File: config.mk
export PLATFORM = sky130hd
export DESIGN_NAME = matrix_scroll_source
export DESIGN_NICKNAME = d
export VERILOG_FILES = /design/src/rtl/matrix_pkg.sv /design/src/rtl/msg_col_ram.sv /design/src/rtl/matrix_scroll_source.sv
export SDC_FILE = /design/constraint.sdc
export NUM_CORES = 1
export LEC_CHECK = 0
export BUFFER_PORTS_ARGS = -buffer_cell sky130_fd_sc_hd__buf_2
export CORE_MARGIN = 5
export CORE_UTILIZATION = 60
export CTS_CLUSTER_DIAMETER = 60
export DETAILED_ROUTE_END_ITERATION = 16
export PLACE_DENSITY = 0.74
export SLEW_MARGIN = 20
export SYNTH_ARGS = -nofsm -noshare
export SYNTH_HDL_FRONTEND = slang
export SYNTH_HIERARCHICAL = 1
export SYNTH_SLANG_ARGS = --single-unit
File: constraint.sdc
create_clock -name clk -period 10.17 [get_ports clk]
set_input_delay 0.5085 -clock clk [delete_from_list [all_inputs] [get_ports clk]]
set_output_delay 0.5085 -clock clk [all_outputs]
set_load 0.02 [all_outputs]
File: src/rtl/matrix_pkg.sv
// Shared types and constants for the scrolling matrix frame source.
package matrix_pkg;

  localparam int unsigned ROW_W = 16;
  localparam int unsigned COL_W = 4;

  typedef enum logic [1:0] {
    EMPTY = 2'd0,
    LOAD  = 2'd1,
    RUN   = 2'd2
  } state_t;

  function automatic logic [ROW_W-1:0] blank(input logic active_low);
    return active_low ? '1 : '0;
  endfunction

endpackage

File: src/rtl/msg_col_ram.sv
// Message column store: one synchronous write port, one registered read port.
module msg_col_ram #(
  parameter int unsigned DEPTH = 64,
  parameter int unsigned AW    = 6,
  parameter int unsigned W     = 16
) (
  input  logic          clk,
  input  logic          we,
  input  logic [AW-1:0] waddr,
  input  logic [W-1:0]  wdata,
  input  logic [AW-1:0] raddr,
  output logic [W-1:0]  rdata
);

  logic [W-1:0] mem_q [DEPTH];
  logic [W-1:0] rdata_q;

  always_ff @(posedge clk) begin
    if (we) begin
      mem_q[waddr] <= wdata;
    end
    rdata_q <= mem_q[raddr];
  end

  assign rdata = rdata_q;

endmodule

File: src/rtl/matrix_scroll_source.sv
// Stores a loaded message and serves the row pattern for the scanner's column,
// advancing a wrapping 16-column window every SCROLL_DIV frames.
module matrix_scroll_source
  import matrix_pkg::*;
#(
  parameter int unsigned MSG_COLS   = 64,
  parameter int unsigned SCROLL_DIV = 256,
  parameter bit          ACTIVE_LOW = 1'b1
) (
  input  logic                        clk,
  input  logic                        rst,
  input  logic                        load_start,
  input  logic                        wr_valid,
  input  logic [15:0]                 wr_data,
  input  logic                        wr_last,
  output logic                        wr_ready,
  input  logic                        run_en,
  input  logic                        frame_tick,
  input  logic [3:0]                  scan_col,
  output logic [15:0]                 col_data,
  output logic [$clog2(MSG_COLS)-1:0] scroll_pos,
  output logic                        scroll_wrap
);

  localparam int unsigned AW = $clog2(MSG_COLS);
  localparam int unsigned CW = (SCROLL_DIV > 1) ? $clog2(SCROLL_DIV) : 1;

  state_t        state_q, state_d;
  logic [AW-1:0] wr_ptr_q, wr_ptr_d;
  logic [AW:0]   msg_len_q, msg_len_d;
  logic [AW-1:0] scroll_pos_q, scroll_pos_d;
  logic [CW-1:0] frame_cnt_q, frame_cnt_d;
  logic          scroll_wrap_q, scroll_wrap_d;
  logic          blank_q, blank_d;

  logic          ram_we;
  logic [AW:0]   idx_raw, idx_wrap;
  logic [ROW_W-1:0] rd_data;

  always_comb begin
    state_d       = state_q;
    wr_ptr_d      = wr_ptr_q;
    msg_len_d     = msg_len_q;
    scroll_pos_d  = scroll_pos_q;
    frame_cnt_d   = frame_cnt_q;
    scroll_wrap_d = 1'b0;
    ram_we        = 1'b0;

    if (load_start) begin
      state_d  = LOAD;
      wr_ptr_d = '0;
    end else begin
      unique case (state_q)
        LOAD: begin
          if (wr_valid) begin
            ram_we   = 1'b1;
            wr_ptr_d = wr_ptr_q + AW'(1);
            if (wr_last || (wr_ptr_q == AW'(MSG_COLS - 1))) begin
              msg_len_d    = {1'b0, wr_ptr_q} + (AW+1)'(1);
              scroll_pos_d = '0;
              frame_cnt_d  = '0;
              wr_ptr_d     = '0;
              state_d      = RUN;
            end
          end
        end
        RUN: begin
          if (frame_tick && run_en) begin
            if (frame_cnt_q == CW'(SCROLL_DIV - 1)) begin
              frame_cnt_d = '0;
              if ({1'b0, scroll_pos_q} == (msg_len_q - (AW+1)'(1))) begin
                scroll_pos_d  = '0;
                scroll_wrap_d = 1'b1;
              end else begin
                scroll_pos_d = scroll_pos_q + AW'(1);
              end
            end else begin
              frame_cnt_d = frame_cnt_q + CW'(1);
            end
          end
        end
        default: ;
      endcase
    end
  end

  // A single conditional subtract suffices for messages of 16+ columns;
  // anything still out of range belongs to a short message and is blanked.
  always_comb begin
    idx_raw  = {1'b0, scroll_pos_q} + {{(AW+1-COL_W){1'b0}}, scan_col};
    idx_wrap = (idx_raw >= msg_len_q) ? (idx_raw - msg_len_q) : idx_raw;
    blank_d  = !((state_q == RUN) && !load_start && (idx_wrap < msg_len_q));
  end

  always_ff @(posedge clk) begin
    if (rst) begin
      state_q       <= EMPTY;
      wr_ptr_q      <= '0;
      msg_len_q     <= '0;
      scroll_pos_q  <= '0;
      frame_cnt_q   <= '0;
      scroll_wrap_q <= 1'b0;
      blank_q       <= 1'b1;
    end else begin
      state_q       <= state_d;
      wr_ptr_q      <= wr_ptr_d;
      msg_len_q     <= msg_len_d;
      scroll_pos_q  <= scroll_pos_d;
      frame_cnt_q   <= frame_cnt_d;
      scroll_wrap_q <= scroll_wrap_d;
      blank_q       <= blank_d;
    end
  end

  msg_col_ram #(
    .DEPTH (MSG_COLS),
    .AW    (AW),
    .W     (ROW_W)
  ) u_ram (
    .clk   (clk),
    .we    (ram_we),
    .waddr (wr_ptr_q),
    .wdata (wr_data),
    .raddr (idx_wrap[AW-1:0]),
    .rdata (rd_data)
  );

  assign wr_ready    = (state_q == LOAD);
  assign scroll_pos  = scroll_pos_q;
  assign scroll_wrap = scroll_wrap_q;
  assign col_data    = blank_q    ? blank(ACTIVE_LOW) :
                       ACTIVE_LOW ? ~rd_data : rd_data;

endmodule

==> results.py <==
metrics = {
    "route": {
        "dr_total_vias": 21700,
        "drtIter0Drc": 3106,
        "drc": 0,
        "drt-total-wl_mm": 99.6,
        "wire_per_inst_um": 30.2,
        "drt_first_pass_iters": 6,
        "vias_per_cell": 6.59,
        "ant_nets": 0,
    },
    "logic_synthesis": {
        "ys_warn_count": 6,
        "async_flop_share": 0,
        "synth_area_leaders": "edfxtp_1, mux4_2, dfxtp_1, mux2i_1, nor2_1",
        "syn_area_um2": 42600,
        "ys_types": 76,
        "ys_seq_elements": 1071,
        "synth_top_flop_cell": "edfxtp_1",
        "synth_fp_nets": 2195,
        "yosys.area.top_type": "edfxtp_1",
        "synth.avg_cell_area_um2": 19.9,
        "syn-instance-count": 2145,
        "yosysTopAreaCellShare": 0.722,
        "synth_edf_count": 1024,
        "ys_seq_area_frac": 0.744,
    },
    "floorplan": {
        "core_region_area_um2": 70300,
        "initial_core_util": 0.606,
        "die-area_um2": 76400,
        "num_rows": 97,
        "dieHeight_um": 276,
        "io_pins": 51,
        "die_w_um": 276,
    },
    "timing": {
        "maxSlewHeadroom": 0.223,
        "grt_setup_unrepaired": "no",
        "min_period_ns": 6.73,
        "report.final.slew_viol_count": 0,
        "fin_skew_ns": 0.0231,
        "clock.fmax_mhz": 149,
        "hold_violations": 0,
        "final.setup.tns_ns": 0,
        "tightestPinTransition_ns": 1.16,
        "finalCritPeriodShare": 0.661,
        "whs_ns": 0.183,
        "setup_viol": 0,
    },
    "clocking": {
        "insertion_delay_ns": 0.65,
        "cts_buffers": 104,
        "htreeDepth": 3,
        "post_cts_resized": 0,
        "root_buffer": "clkbuf_16",
        "clockBufferDepth": 3,
        "postCtsHoldBufs": 0,
        "clkTransAtPathRegs_ns": 0.06,
        "cts_tree": "yes",
        "cts_setup_buffers": 0,
        "cts.sinks": 1071,
    },
    "setup_path": {
        "crit_cells": 19,
        "r2r_cells": 19,
        "worst-setup-path-type": "flop to flop",
        "critPathBufInv": 3,
        "crit_fanout": 77,
        "crit_end": "u_ram/rdata[7]",
        "crit_path_cell_trace": "ha_1, inv_1, fa_1, nor2b_1, o21ai_0, nand2b_1, xor2_1, ha_1, a21o_1, a211o_1, o22ai_1, a21oi_2, mux2_2, inv_8, buf_4, mux4_1, mux2_2, a21oi_1, nor4_2",
        "end_kind": "flop",
        "cp.required_ns": 10.67,
        "crit_path_start_kind": "flop",
        "cp_data_arrival_time_ns": 7.22,
        "slowest_delay_ns": 0.76,
        "startpoint": "scroll_pos[0]",
        "worst_path_max_delay_cell": "buf_4",
        "r2r-start": "scroll_pos[0]",
        "r2r_slack_ns": 3.44,
        "worst_path_dominant_cell_family": "compound AO/OA/AOI/OAI gates",
        "reg2reg_to": "u_ram/rdata[7]",
    },
    "pwr": {
        "pwr_density_cell_nw_per_um2": 202,
        "pwr-share-comb": 0.091,
        "netSwitchingFraction": 0.225,
        "leakage_nw": 15.2,
        "p_sw_mw": 2.15,
        "clkPwrFrac": 0.397,
        "ir_worst_vdd_uv": 146,
        "intPower_mw": 7.43,
        "p_seq_frac": 0.512,
    },
    "outcome": {
        "status": "finished clean",
    },
    "finish": {
        "final_area_um2": 47400,
        "num_antenna_cells": 0,
        "final_util": 0.675,
        "drive_above_1_share": 0.244,
        "final_cell_mix": "edfxtp_1, mux4_2, clkbuf_16",
        "final_common_cell": "edfxtp_1",
        "nets": 2317,
        "fillers": 4330,
        "syn_to_final_growth_pct": 11.3,
    },
    "global_routing": {
        "antenna_found_initial": 2,
        "grt_pass1_vias": 21300,
        "grt_pass1_wl_mm": 146,
        "track_usage": 0.259,
        "overflow": 0,
        "grt_max_degree": 123,
    },
    "job": {
        "drv_cap": 0,
    },
    "place": {
        "dp_hpwl_mm": 57.5,
        "port-buffer-count": 50,
        "place.gp.congestion": 0.858,
        "placed_area_um2": 44000,
    },
    "min_path": {
        "min_path_type": "input pin to flop",
        "holdPathStages": 3,
    },
}
## synthesized netlist by cell type, types with 8 or more instances
library cell and n:
nand2b_1 24, nand2_1 78, mux2_2 31, mux4_2 220
nand3_1 33, a211oi_1 12, a311oi_1 8, buf_6 19
a22oi_1 42, ha_1 21, dfxtp_1 47, mux2i_1 87
nor2_1 108, a211o_1 10, a221oi_1 16, xnor2_1 14
nand4_1 15, inv_1 21, nor2b_1 40, nor3_1 8
clkbuf_1 29, buf_4 15, buf_2 39, o21ai_0 15
edfxtp_1 1024, a21oi_1 34, a31oi_1 10
## worst min-delay path, delay by kind of cell
family          cells  cell delay, ns
buf+inv             1            0.12
simple gates        1            0.08
compound gates      1            0.06
## layout make-up
class | instances | area (µm²) | area share
multi-input cells | 937 | 10100 | 0.213
clock inverters | 48 | 459 | 0.00968
well taps | 940 | 1180 | 0.0248
inverters | 21 | 86.3 | 0.00182
repair buffers | 132 | 927 | 0.0195
clock buffers | 147 | 2970 | 0.0626
flip-flops and latches | 1071 | 31700 | 0.668
## sequential cells by signal, summed over array words and instances, names as in the netlist
register and count:
u_ram/mem_q 1024, u_ram/rdata 16, frame_cnt_q 8, msg_len_q 7
scroll_pos 6, wr_ptr_q 6, state_q 2, blank_q 1
scroll_wrap 1
## cells by family after synthesis
logic type / count (synthesis) / share of synthesized area
AO/OA/AOI/OAI: 203 / 0.0356
XOR/XNOR: 21 / 0.00432
adder cells (fa/ha/maj): 23 / 0.00711
buffers and inverters: 137 / 0.0207
flip-flops: 1071 / 0.744
multiplexers: 342 / 0.147
AND/OR/NAND/NOR: 348 / 0.0410
## per-stage QoR
| step | power, mW | setup WS, ns | std cells |
|---|---|---|---|
| floorplan | 5.55 | 5.60 | 2145 |
| global placement | 5.84 | 3.50 | 3098 |
| detailed placement | 5.86 | 3.43 | 3101 |
| CTS | 9.62 | 3.43 | 3296 |
| global route | 9.89 | 2.99 | 3296 |
| finish | 9.59 | 3.44 | 3296 |
## routing by layer
layer,share of wire,vias up,GRT usage
met5,0,-,0
met4,0.027,0,0.0688
met3,0.11,183,0.0623
met2,0.48,1292,0.411
met1,0.38,11200,0.370
li1,-,9043,-
## power groups by stage
stage | combinational, mW | sequential (mW) | clock [mW]
global route | 0.918 | 4.90 | 4.07
floorplan | 0.592 | 4.95 | 0
global placement | 0.845 | 4.99 | 0
CTS | 0.869 | 4.90 | 3.85
finish | 0.872 | 4.91 | 3.81
detailed placement | 0.864 | 4.99 | 0
## worst min-delay path by stage
stage | from | endpoint
2_1_floorplan | wr_ptr_q[1] | wr_ptr_q[1]
3_3_place_gp | frame_cnt_q[6] | frame_cnt_q[6]
3_5_place_dp | frame_cnt_q[6] | frame_cnt_q[6]
4_1_cts | wr_valid | wr_ptr_q[1]
5_1_grt | wr_valid | state_q[1]
6_report | wr_valid | wr_ptr_q[1]
No activity file was read; power rests on OpenSTA's default activity.
